`src/rtl/std_skid_pkg.sv`:
```
// std_skid_pkg: state encoding shared by the skid slice
package std_skid_pkg;
    localparam int StateW = 2;
    typedef enum logic [StateW-1:0] {EMPTY, BUSY, FULL} skid_state_e;
endpackage

```
`src/rtl/std_dffre_sync.sv`:
```
// std_dffre_sync: enable flop with synchronous active-low reset to DRST
module std_dffre_sync #(
    parameter int             W    = 8,
    parameter logic [W-1:0]   DRST = '0
) (
    input  logic         CLK,
    input  logic         RSTN,
    input  logic         en,
    input  logic [W-1:0] d,
    output logic [W-1:0] q
);
    always_ff @(posedge CLK) begin
        if (!RSTN) q <= DRST;
        else if (en) q <= d;
    end
endmodule

```
`src/rtl/std_skid_slice.sv`:
```
// std_skid_slice: two-entry valid/ready skid buffer; STD_SKID_PERF_CNT_EN enables the stall counter
module std_skid_slice
    import std_skid_pkg::*;
#(
    parameter int               Width   = 8,
    parameter logic [Width-1:0] DataRst = '0,
    parameter int               CntW    = 16
) (
    input  logic             CLK,
    input  logic             RSTN,
    input  logic             in_valid,
    output logic             in_ready,
    input  logic [Width-1:0] in_data,
    output logic             out_valid,
    input  logic             out_ready,
    output logic [Width-1:0] out_data,
    output logic [CntW-1:0]  perf_stall_cnt
);
    skid_state_e      state_q, state_d;
    logic             out_valid_q, in_ready_q;
    logic             in_fire, out_fire;
    logic             main_en, skid_en, main_from_skid;
    logic [Width-1:0] main_d, skid_q;
    assign in_fire  = in_valid & in_ready_q;
    assign out_fire = out_valid_q & out_ready;
    always_comb begin
        state_d        = state_q;
        main_en        = 1'b0;
        skid_en        = 1'b0;
        main_from_skid = 1'b0;
        case (state_q)
            EMPTY: begin
                state_d = in_fire ? BUSY : EMPTY;
                main_en = in_fire;
            end
            BUSY: begin
                state_d = (in_fire & !out_ready) ? FULL : (!in_fire & out_fire) ? EMPTY : BUSY;
                main_en = in_fire & out_fire;
                skid_en = in_fire & !out_ready;
            end
            default: begin
                state_d        = out_fire ? BUSY : FULL;
                main_en        = out_fire;
                main_from_skid = 1'b1;
            end
        endcase
    end
    assign main_d = main_from_skid ? skid_q : in_data;
    always_ff @(posedge CLK) begin
        if (!RSTN) begin
            state_q     <= EMPTY;
            out_valid_q <= 1'b0;
            in_ready_q  <= 1'b1;
        end else begin
            state_q     <= state_d;
            out_valid_q <= (state_d != EMPTY);
            in_ready_q  <= (state_d != FULL);
        end
    end
    std_dffre_sync #(.W(Width), .DRST(DataRst)) u_main (
        .CLK(CLK), .RSTN(RSTN), .en(main_en), .d(main_d), .q(out_data)
    );
    std_dffre_sync #(.W(Width), .DRST(DataRst)) u_skid (
        .CLK(CLK), .RSTN(RSTN), .en(skid_en), .d(in_data), .q(skid_q)
    );
    assign out_valid = out_valid_q;
    assign in_ready  = in_ready_q;
`ifdef STD_SKID_PERF_CNT_EN
    logic [CntW-1:0] cnt_q, cnt_d;
    assign cnt_d = (out_valid_q & !out_ready & (cnt_q != '1)) ? cnt_q + 1'b1 : cnt_q;
    always_ff @(posedge CLK) begin
        if (!RSTN) cnt_q <= '0;
        else cnt_q <= cnt_d;
    end
    assign perf_stall_cnt = cnt_q;
`else
    assign perf_stall_cnt = '0;
`endif
endmodule

```
`config.mk`:
```
export PLATFORM = sky130hd
export DESIGN_NAME = std_skid_slice
export DESIGN_NICKNAME = d
export VERILOG_FILES = /design/src/rtl/std_skid_pkg.sv /design/src/rtl/std_dffre_sync.sv /design/src/rtl/std_skid_slice.sv
export SDC_FILE = /design/constraint.sdc
export NUM_CORES = 1
export LEC_CHECK = 0
export BUFFER_PORTS_ARGS = -buffer_cell sky130_fd_sc_hd__buf_4
export CAP_MARGIN = 20
export CORE_UTILIZATION = 30
export CTS_CLUSTER_DIAMETER = 50
export DETAILED_ROUTE_END_ITERATION = 12
export PLACE_DENSITY = 0.52
export RECOVER_POWER = 25
export SLEW_MARGIN = 15
export SYNTH_ARGS = -nofsm -noshare
export SYNTH_HDL_FRONTEND = slang
export SYNTH_HIERARCHICAL = 1
export SYNTH_SLANG_ARGS = --single-unit
```
`constraint.sdc`:
```
create_clock -name CLK -period 3.55 [get_ports CLK]
set_clock_uncertainty 0.05 [all_clocks]
set_input_delay 0.71 -clock CLK [delete_from_list [all_inputs] [get_ports CLK]]
set_output_delay 0.71 -clock CLK [all_outputs]
set_load 0.1 [all_outputs]
```
==> results of run 1 <==
-- kinds of logic (layout without fill, tap and decap cells) --
kind of cell,count (synthesis),after routing
muxes,26,26
buffers and inverters,19,26
DFF,20,20
and+or+nand+nor,25,25
other,1,16
AOI/OAI and AO/OA,7,7
-- tightest hold or removal path, cell delays in order (launching register included) --
cell     delay, ps
dfxtp_1        340
mux2i_1         60
nor2b_1         90
-- layout by cell type (no fill, tap or decap) --
cell type,netlist,final
a21boi_0,2,2
a21oi_1,0,1
a21oi_2,2,1
a32o_1,1,1
and2b_4,1,1
buf_4,16,20
clkbuf_1,0,2
clkbuf_4,0,3
clkbuf_8,0,1
conb_1,1,16
dfxtp_1,20,20
mux2_2,8,8
mux2i_1,18,18
nand2_1,3,3
nand2b_1,2,2
nor2_1,1,1
nor2b_1,16,16
nor3_1,1,1
o21a_1,1,1
o21ai_0,1,1
or2_1,1,1
-- metal layers --
layer	GRT usage	part of all wire	up-vias
li1	-	-	337
met1	0.136	0.46	284
met2	0.177	0.48	26
met3	0.0299	0.057	2
met4	0.0487	0.0069	0
met5	0	0	-
-- flip-flops by register name (all words and copies together) (netlist names) --
name	cells
in_ready	1
u_main/q	8
u_skid/q	8
out_valid	1
state_q	2
-- final timing paths --
path              cells past startpoint                  endpoint  slack [ps]                     start
setup reg to reg                      4  u_main/q[7]$_SDFFE_PN0P_        1730     state_q[1]$_SDFF_PN0_
setup / recovery                      6  u_skid/q[7]$_SDFFE_PN0P_        1710                 out_ready
hold reg to reg                       2  u_skid/q[1]$_SDFFE_PN0P_         470  u_skid/q[1]$_SDFFE_PN0P_
hold / removal                        2  u_skid/q[1]$_SDFFE_PN0P_         470  u_skid/q[1]$_SDFFE_PN0P_
-- where the power goes --
group | internal, mW | total (mW) | leakage [nW] | switching, mW
Sequential | 0.241 | 0.254 | 0.163 | 0.0130
Clock | 0.0624 | 0.130 | 0.0210 | 0.0680
Combinational | 0.0566 | 0.246 | 0.303 | 0.189
Total | 0.360 | 0.630 | 0.487 | 0.270
-- area by class of cell --
type                            count  share of cell area
Timing Repair Buffer               22               0.134
Multi-Input combinational cell     74               0.450
Clock buffer                        4              0.0308
Sequential cell                    20               0.339
Tap cell                           44              0.0467
-- metrics by stage --
| step | setup WS, ps | util |
|---|---|---|
| 4_1_cts | 1740 | 0.378 |
| 3_3_place_gp | 1680 | 0.366 |
| 3_5_place_dp | 1650 | 0.366 |
| 6_report | 1710 | 0.374 |
| 2_1_floorplan | 1550 | - |
| 5_1_grt | 1540 | 0.374 |
==> run metrics, run 1 <==
outcome finished, final reports clean; Die H 60.7 microns; cts hold-fix bufs 0; largest net degree at the start of global routing 22; endpoints failing setup 0; CP Max Fanout 8; Remaining Overflow, GRT 0; number of instances in the placed design 160; combinational family with the most area after synthesis multiplexers; share of flip-flops with an asynchronous set or reset 0; crit path DAT 1990 ps; clock root cell clkbuf_4; Max Freq 0.542 GHz; post-cts resize count 0; Slew @ Worst Pin 652 ps; netlist area before placement 1030 sq um; multiplexer share of the synthesized area 0.262; Power Dens Cells 534 nW/um^2; Post-synth EDFFs 0; synth unique cells 18; first-pass GRT wire length 2880 microns; sequential element share of the synthesized area 0.388; Synth Flop Type dfxtp_1; most frequent CP cell clkbuf_1; crit path cell chain clkbuf_1 -> nand2b_1 -> nor3_1 -> clkbuf_1 -> mux2i_1 -> nor2b_1; Fin Setup TNS 0 ps; initial core utilization 0.327; P&R area growth vs syn 14.3%; H-tree depth 1; DRT antenna net count 0; FILL cells 330; Vias 649; chip width 60.7 microns; Leakage 0.487 nW; initial antenna violation count 0; WL/cell 10.5 microns; Final Slew Violations 0; Commonest cells post-synth 20 x dfxtp_1, 18 x mux2i_1, 16 x buf_4, 16 x nor2b_1, 8 x mux2_2; Total Wirelength 1730 microns; clk sinks 20; critical path's largest stage delay 530 ps; post-synth top area share 0.388; CTS tree yes; critical path's top delay family buffers and inverters; worst path required time 3700 ps; slowest stage cell, crit path clkbuf_1; Initial DRC Count 6; Ant. Diodes 0; Synth Area in Compound Gates 0.0533; cell taking the most area after synthesis dfxtp_1; Clock Latency Late Sink 290 ps; vias per inst 3.96; Worst Hold Slack 473 ps; clk buf depth 2; fraction of the mapped netlist area in adder cells 0; RSZ-0062 raised after global routing no; synth warn 6; area of the multi-input gates 531 sq um; WP buf/inv 2; simple-gate share of the synthesized area 0.144; Post-DP HPWL 1230 microns; worst vdd ir 0.000195 V; Hold Fails Final Rpt 0; gp weighted congestion 0.668; max-cap viol count 0; PortBufs 21; Die Footprint 3680 sq um; Setup crit start kind input port; worst hold-check path type flop to flop; main area contributors after synthesis dfxtp_1 39%, mux2i_1 17%, buf_4 12%; layout cells sized above 1 0.283; I/O Pins 38; Core ar. 3150 sq um; postcts setup bufs 0; crit path kind input port to flop; Placed Area 1150 sq um; CTS buffer count 3; Total GRT Usage 0.109; period utilization 0.520; top-count cell post-synth dfxtp_1; Period minus WS final 1840 ps; Synth Instances 98; post-route cell area 1180 sq um; residual DRC count 0; clock slew at reported path FFs 110 ps; fin nets 133; synthesized flop and latch total 20; Avg Inst Size Synth 10.5 sq um; non-filler instance count after layout 164; Post-Synth XOR/XNOR Area 0; Tot Pwr 0.630 mW; crit end category flop; DR pass1 iterations 2; Rows 20; vias in the first global route 628; worst rel slew slack 0.565; Storage cell area 400 sq um
No activity file was read; power rests on OpenSTA's default activity.
==> inputs of run 2 (changes only) <==
==> constraint.sdc (replaced) <==
create_clock -name CLK -period 1.8 [get_ports CLK]
set_clock_uncertainty 0.05 [all_clocks]
set_input_delay 0.36 -clock CLK [delete_from_list [all_inputs] [get_ports CLK]]
set_output_delay 0.36 -clock CLK [all_outputs]
set_load 0.1 [all_outputs]
==> run 2 against run 1 <==
  * Register-to-register slack worse by 1400 ps
  * Global-route usage barely moved
  * Highest routed layer unchanged
  * Utilization is 0.12 points higher
  * Clock power increased by 63%
  * Count of clock-buffer cells in the layout decreased by 1
  * Critical path type is now flop to output pin
==> run metrics, run 2 (synthesis results as in run 1) <==
post-route cell area 1180 sq um; DRT antenna net count 0; Net Sw Power 0.531 mW; worst vdd ir 0.000456 V; cts hold-fix bufs 0; Seq pwr share 0.415; Period minus WS final 1510 ps; Rows 20; worst setup slack after layout 294 ps; clock root cell clkbuf_4; Top Registers u_main/q: 8 flops, u_skid/q: 8 flops, state_q: 2 flops; worst hold-check path type input port to flop; commonest cells after routing, fill and taps aside 19 x buf_4, 18 x mux2i_1, 18 x dfxtp_1, 16 x conb_1, 16 x nor2b_1; Die H 60.7 microns; critical path's top delay family buffers and inverters; post-cts resize count 0; Core ar. 3150 sq um; period utilization 0.837; DR pass1 iterations 2; Fin Setup TNS 0 ps; Worst Hold Slack 270 ps; Tot Pwr 1.20 mW; Max Freq 0.664 GHz; first-pass GRT wire length 2900 microns; WL/cell 10.1 microns; chip width 60.7 microns; Remaining Overflow, GRT 0; Power Dens Cells 1010 nW/um^2; outcome finished, final reports clean; most common cell after layout, fill and taps aside buf_4; CP Max Fanout 2; postcts setup bufs 0; PortBufs 21; Ant. Diodes 0; vias in the first global route 630; Post-DP HPWL 1270 microns; Initial DRC Count 6; layout cells sized above 1 0.328; Die Footprint 3680 sq um; clk buf depth 2; P&R area growth vs syn 14.7%; Clock Latency Late Sink 300 ps; Placement Setup Slack 347 ps; endpoints failing setup 0; initial core utilization 0.327; crit path DAT 1100 ps; Total GRT Usage 0.109; Total Wirelength 1670 microns; Int Pwr 0.670 mW; clock power share 0.176; initial antenna violation count 0; Leakage 0.499 nW; slowest stage cell, crit path clkbuf_2; clk sinks 20; critical path's largest stage delay 450 ps; Hold Fails Final Rpt 0; crit path cell chain clkbuf_2; Vias 677; Setup crit start kind flop; max-cap viol count 0; I/O Pins 38; CTS tree yes; WP buf/inv 1; crit end category output pin; clock slew at reported path FFs 110 ps; CTS buffer count 3; gp weighted congestion 0.702; RSZ-0062 raised after global routing no; vias per inst 4.08; H-tree depth 1; largest net degree at the start of global routing 22; Sw Ratio 0.442; combinational power share 0.409; worst path required time 1390 ps; crit path kind flop to output pin; residual DRC count 0; FILL cells 343; worst rel slew slack 0.639; Placed Area 1180 sq um; Slew @ Worst Pin 543 ps; fin nets 136; Final Slew Violations 0
run 2: power by group through the flow:
stage | clock, mW | sequential (mW) | combinational [mW]
2_1_floorplan | 0 | 0.660 | 0.298
3_3_place_gp | 0 | 0.508 | 0.501
3_5_place_dp | 0 | 0.509 | 0.503
4_1_cts | 0.225 | 0.499 | 0.503
5_1_grt | 0.246 | 0.504 | 0.517
6_report | 0.212 | 0.498 | 0.491
run 2: per-layer routing:
metal | up-vias | track usage | part of all wire
met5 | - | 0 | 0
met4 | 0 | 0.0682 | 0.014
met3 | 4 | 0.0235 | 0.062
met2 | 28 | 0.165 | 0.45
met1 | 300 | 0.141 | 0.47
li1 | 345 | - | -
run 2: area by class of cell:
cell class,count,area (sq um),share of cell area
Sequential cell,20,403,0.340
Multi-Input combinational cell,74,531,0.448
Clock buffer,3,22.5,0.0190
Timing Repair Buffer,25,173,0.146
Tap cell,44,55.1,0.0465
run 2: worst paths after layout:
path / endpoint / startpoint / cells past startpoint / slack, ps
worst max register to register: u_main/q[5]$_SDFFE_PN0P_ / state_q[1]$_SDFF_PN0_ / 4 / 380
worst max-delay path: out_data[2] / u_main/q[2]$_SDFFE_PN0P_ / 1 / 290
worst min-delay path: u_skid/q[6]$_SDFFE_PN0P_ / in_data[6] / 3 / 270
worst min register to register: out_valid$_SDFF_PN0_ / state_q[0]$_SDFF_PN0_ / 2 / 470
run 2: per-stage QoR:
stage	utilization	cells
floorplan	-	113
global placement	0.374	163
detailed placement	0.374	163
CTS	0.381	166
finish	0.375	166
global route	0.375	166
==> inputs of run 3 (changes only) <==
--- a/config.mk
+++ b/config.mk
@@ -10,7 +10,7 @@
 export CORE_UTILIZATION = 30
 export CTS_CLUSTER_DIAMETER = 50
 export DETAILED_ROUTE_END_ITERATION = 12
-export PLACE_DENSITY = 0.52
+export PLACE_DENSITY = 0.54
 export RECOVER_POWER = 25
 export SLEW_MARGIN = 15
 export SYNTH_ARGS = -nofsm -noshare
==> constraint.sdc (replaced) <==
create_clock -name CLK -period 1.3 [get_ports CLK]
set_clock_uncertainty 0.05 [all_clocks]
set_input_delay 0.26 -clock CLK [delete_from_list [all_inputs] [get_ports CLK]]
set_output_delay 0.26 -clock CLK [all_outputs]
set_load 0.1 [all_outputs]
==> run 3 against run 2 <==
  * The run now ends with negative setup slack left
  * Global-route usage fell by 0.12 points
  * Register-to-register slack lost 390 ps
  * Combinational power rose by 46%
  * Total power grew 48%
  * Cell count up 2.4%
  * Routed wire length rose by 4.8%
  * Sequential power up 39%
  * Flip-flop and latch count did not move
  * Clock power is 71% higher
==> run metrics, run 3 (synthesis results as in run 1) <==
DRT antenna net count 0; largest net degree at the start of global routing 22; initial antenna violation count 0; CTS buffer count 3; fin util 0.405; Max Freq 0.762 GHz; PortBufs 21; period utilization 1.01; chip width 60.7 microns; clock root cell clkbuf_4; outcome finished with violations; cts hold-fix bufs 0; fin nets 139; crit path DAT 1460 ps; clk buf depth 2; commonest cells after routing, fill and taps aside 21 x buf_4, 18 x mux2i_1, 16 x conb_1, 16 x nor2b_1, 16 x dfxtp_1; H-tree depth 1; crit path kind flop to flop; Total GRT Usage 0.108; most common cell after layout, fill and taps aside buf_4; Core ar. 3150 sq um; flop2flop setup slack -10 ps; Placement Setup Slack -8.05 ps; Reg2Reg Launch Point state_q[0]$_SDFF_PN0_; vias per inst 4.06; Remaining Overflow, GRT 0; violated checks negative setup slack; gp weighted congestion 0.794; Critical Path End u_main/q[0]$_SDFFE_PN0P_; Die H 60.7 microns; Setup crit start kind flop; Fin Setup TNS -30.2 ps; Ant. Diodes 0; Period minus WS final 1310 ps; Die Footprint 3680 sq um; endpoints failing setup 4; crit path from state_q[0]$_SDFF_PN0_; vias in the first global route 643; Tot Pwr 1.77 mW; postcts setup bufs 0; Placed Area 1220 sq um; post-cts resize count 1; Hold Fails Final Rpt 0; I/O Pins 38; max-cap viol count 0; P&R area growth vs syn 23.8%; non-filler instance count after layout 170; R2R depth 5; DR pass1 iterations 4; initial core utilization 0.327; worst path required time 1450 ps; Rows 20; Initial DRC Count 8; Clock Latency Late Sink 300 ps; post-route cell area 1280 sq um; Crit Reg-Reg Endpoint u_main/q[0]$_SDFFE_PN0P_; first-pass GRT wire length 2840 microns; Leakage 0.536 nW; number of instances in the placed design 166; Top Registers u_main/q: 8 flops, u_skid/q: 8 flops, state_q: 2 flops; Final Slew Violations 0; WL/cell 10.3 microns; layout cells sized above 1 0.389; residual DRC count 0; Post-DP HPWL 1290 microns; Power Dens Cells 1390 nW/um^2; Vias 691; RSZ-0062 raised after global routing yes; crit end category flop; worst setup slack after layout -12.8 ps; worst hold-check path type input port to flop; clock slew at reported path FFs 120 ps; CP Max Fanout 5; Worst Hold Slack 170 ps; worst vdd ir 0.000653 V; CTS tree yes; Total Wirelength 1760 microns; clk sinks 20
run 3: area by class of cell:
cell class / count / area, sq um
tap: 44 / 55.1
multi-input combinational: 74 / 546
timing repair buffer: 28 / 230
fill: 335 / 1880
clock buffer: 4 / 36.3
sequential: 20 / 410
run 3: how the worst min path moves through the flow:
stage                                to                startpoint  depth (start not counted)  slack, ps
4_1_cts        u_skid/q[6]$_SDFFE_PN0P_                in_data[6]                          3        170
6_report       u_skid/q[6]$_SDFFE_PN0P_                in_data[6]                          3        170
3_5_place_dp   u_skid/q[2]$_SDFFE_PN0P_  u_skid/q[2]$_SDFFE_PN0P_                          2        460
3_3_place_gp   u_skid/q[6]$_SDFFE_PN0P_  u_skid/q[6]$_SDFFE_PN0P_                          2        440
5_1_grt        u_skid/q[6]$_SDFFE_PN0P_                in_data[6]                          3        160
2_1_floorplan       in_ready$_SDFF_PN1_                      RSTN                          1        290
run 3: worst max-delay path, cell delays in order, from the launching register on:
cell,delay [ps]
dfxtp_2,360
or2_1,240
a21oi_2,150
buf_4,170
mux2i_1,180
nor2b_1,60
run 3: routing by layer:
layer | track usage | share of wire | up-vias
met5 | 0 | 0 | -
met4 | 0.0390 | 0.010 | 0
met3 | 0.0405 | 0.049 | 2
met2 | 0.179 | 0.46 | 28
met1 | 0.127 | 0.48 | 308
li1 | - | - | 353
run 3: power by group:
group / switching (mW) / leakage, nW / total (mW) / internal [mW]
logic: 0.526 / 0.350 / 0.717 / 0.190
clock network: 0.191 / 0.0210 / 0.362 / 0.171
registers: 0.0349 / 0.165 / 0.694 / 0.659
total: 0.752 / 0.536 / 1.77 / 1.02
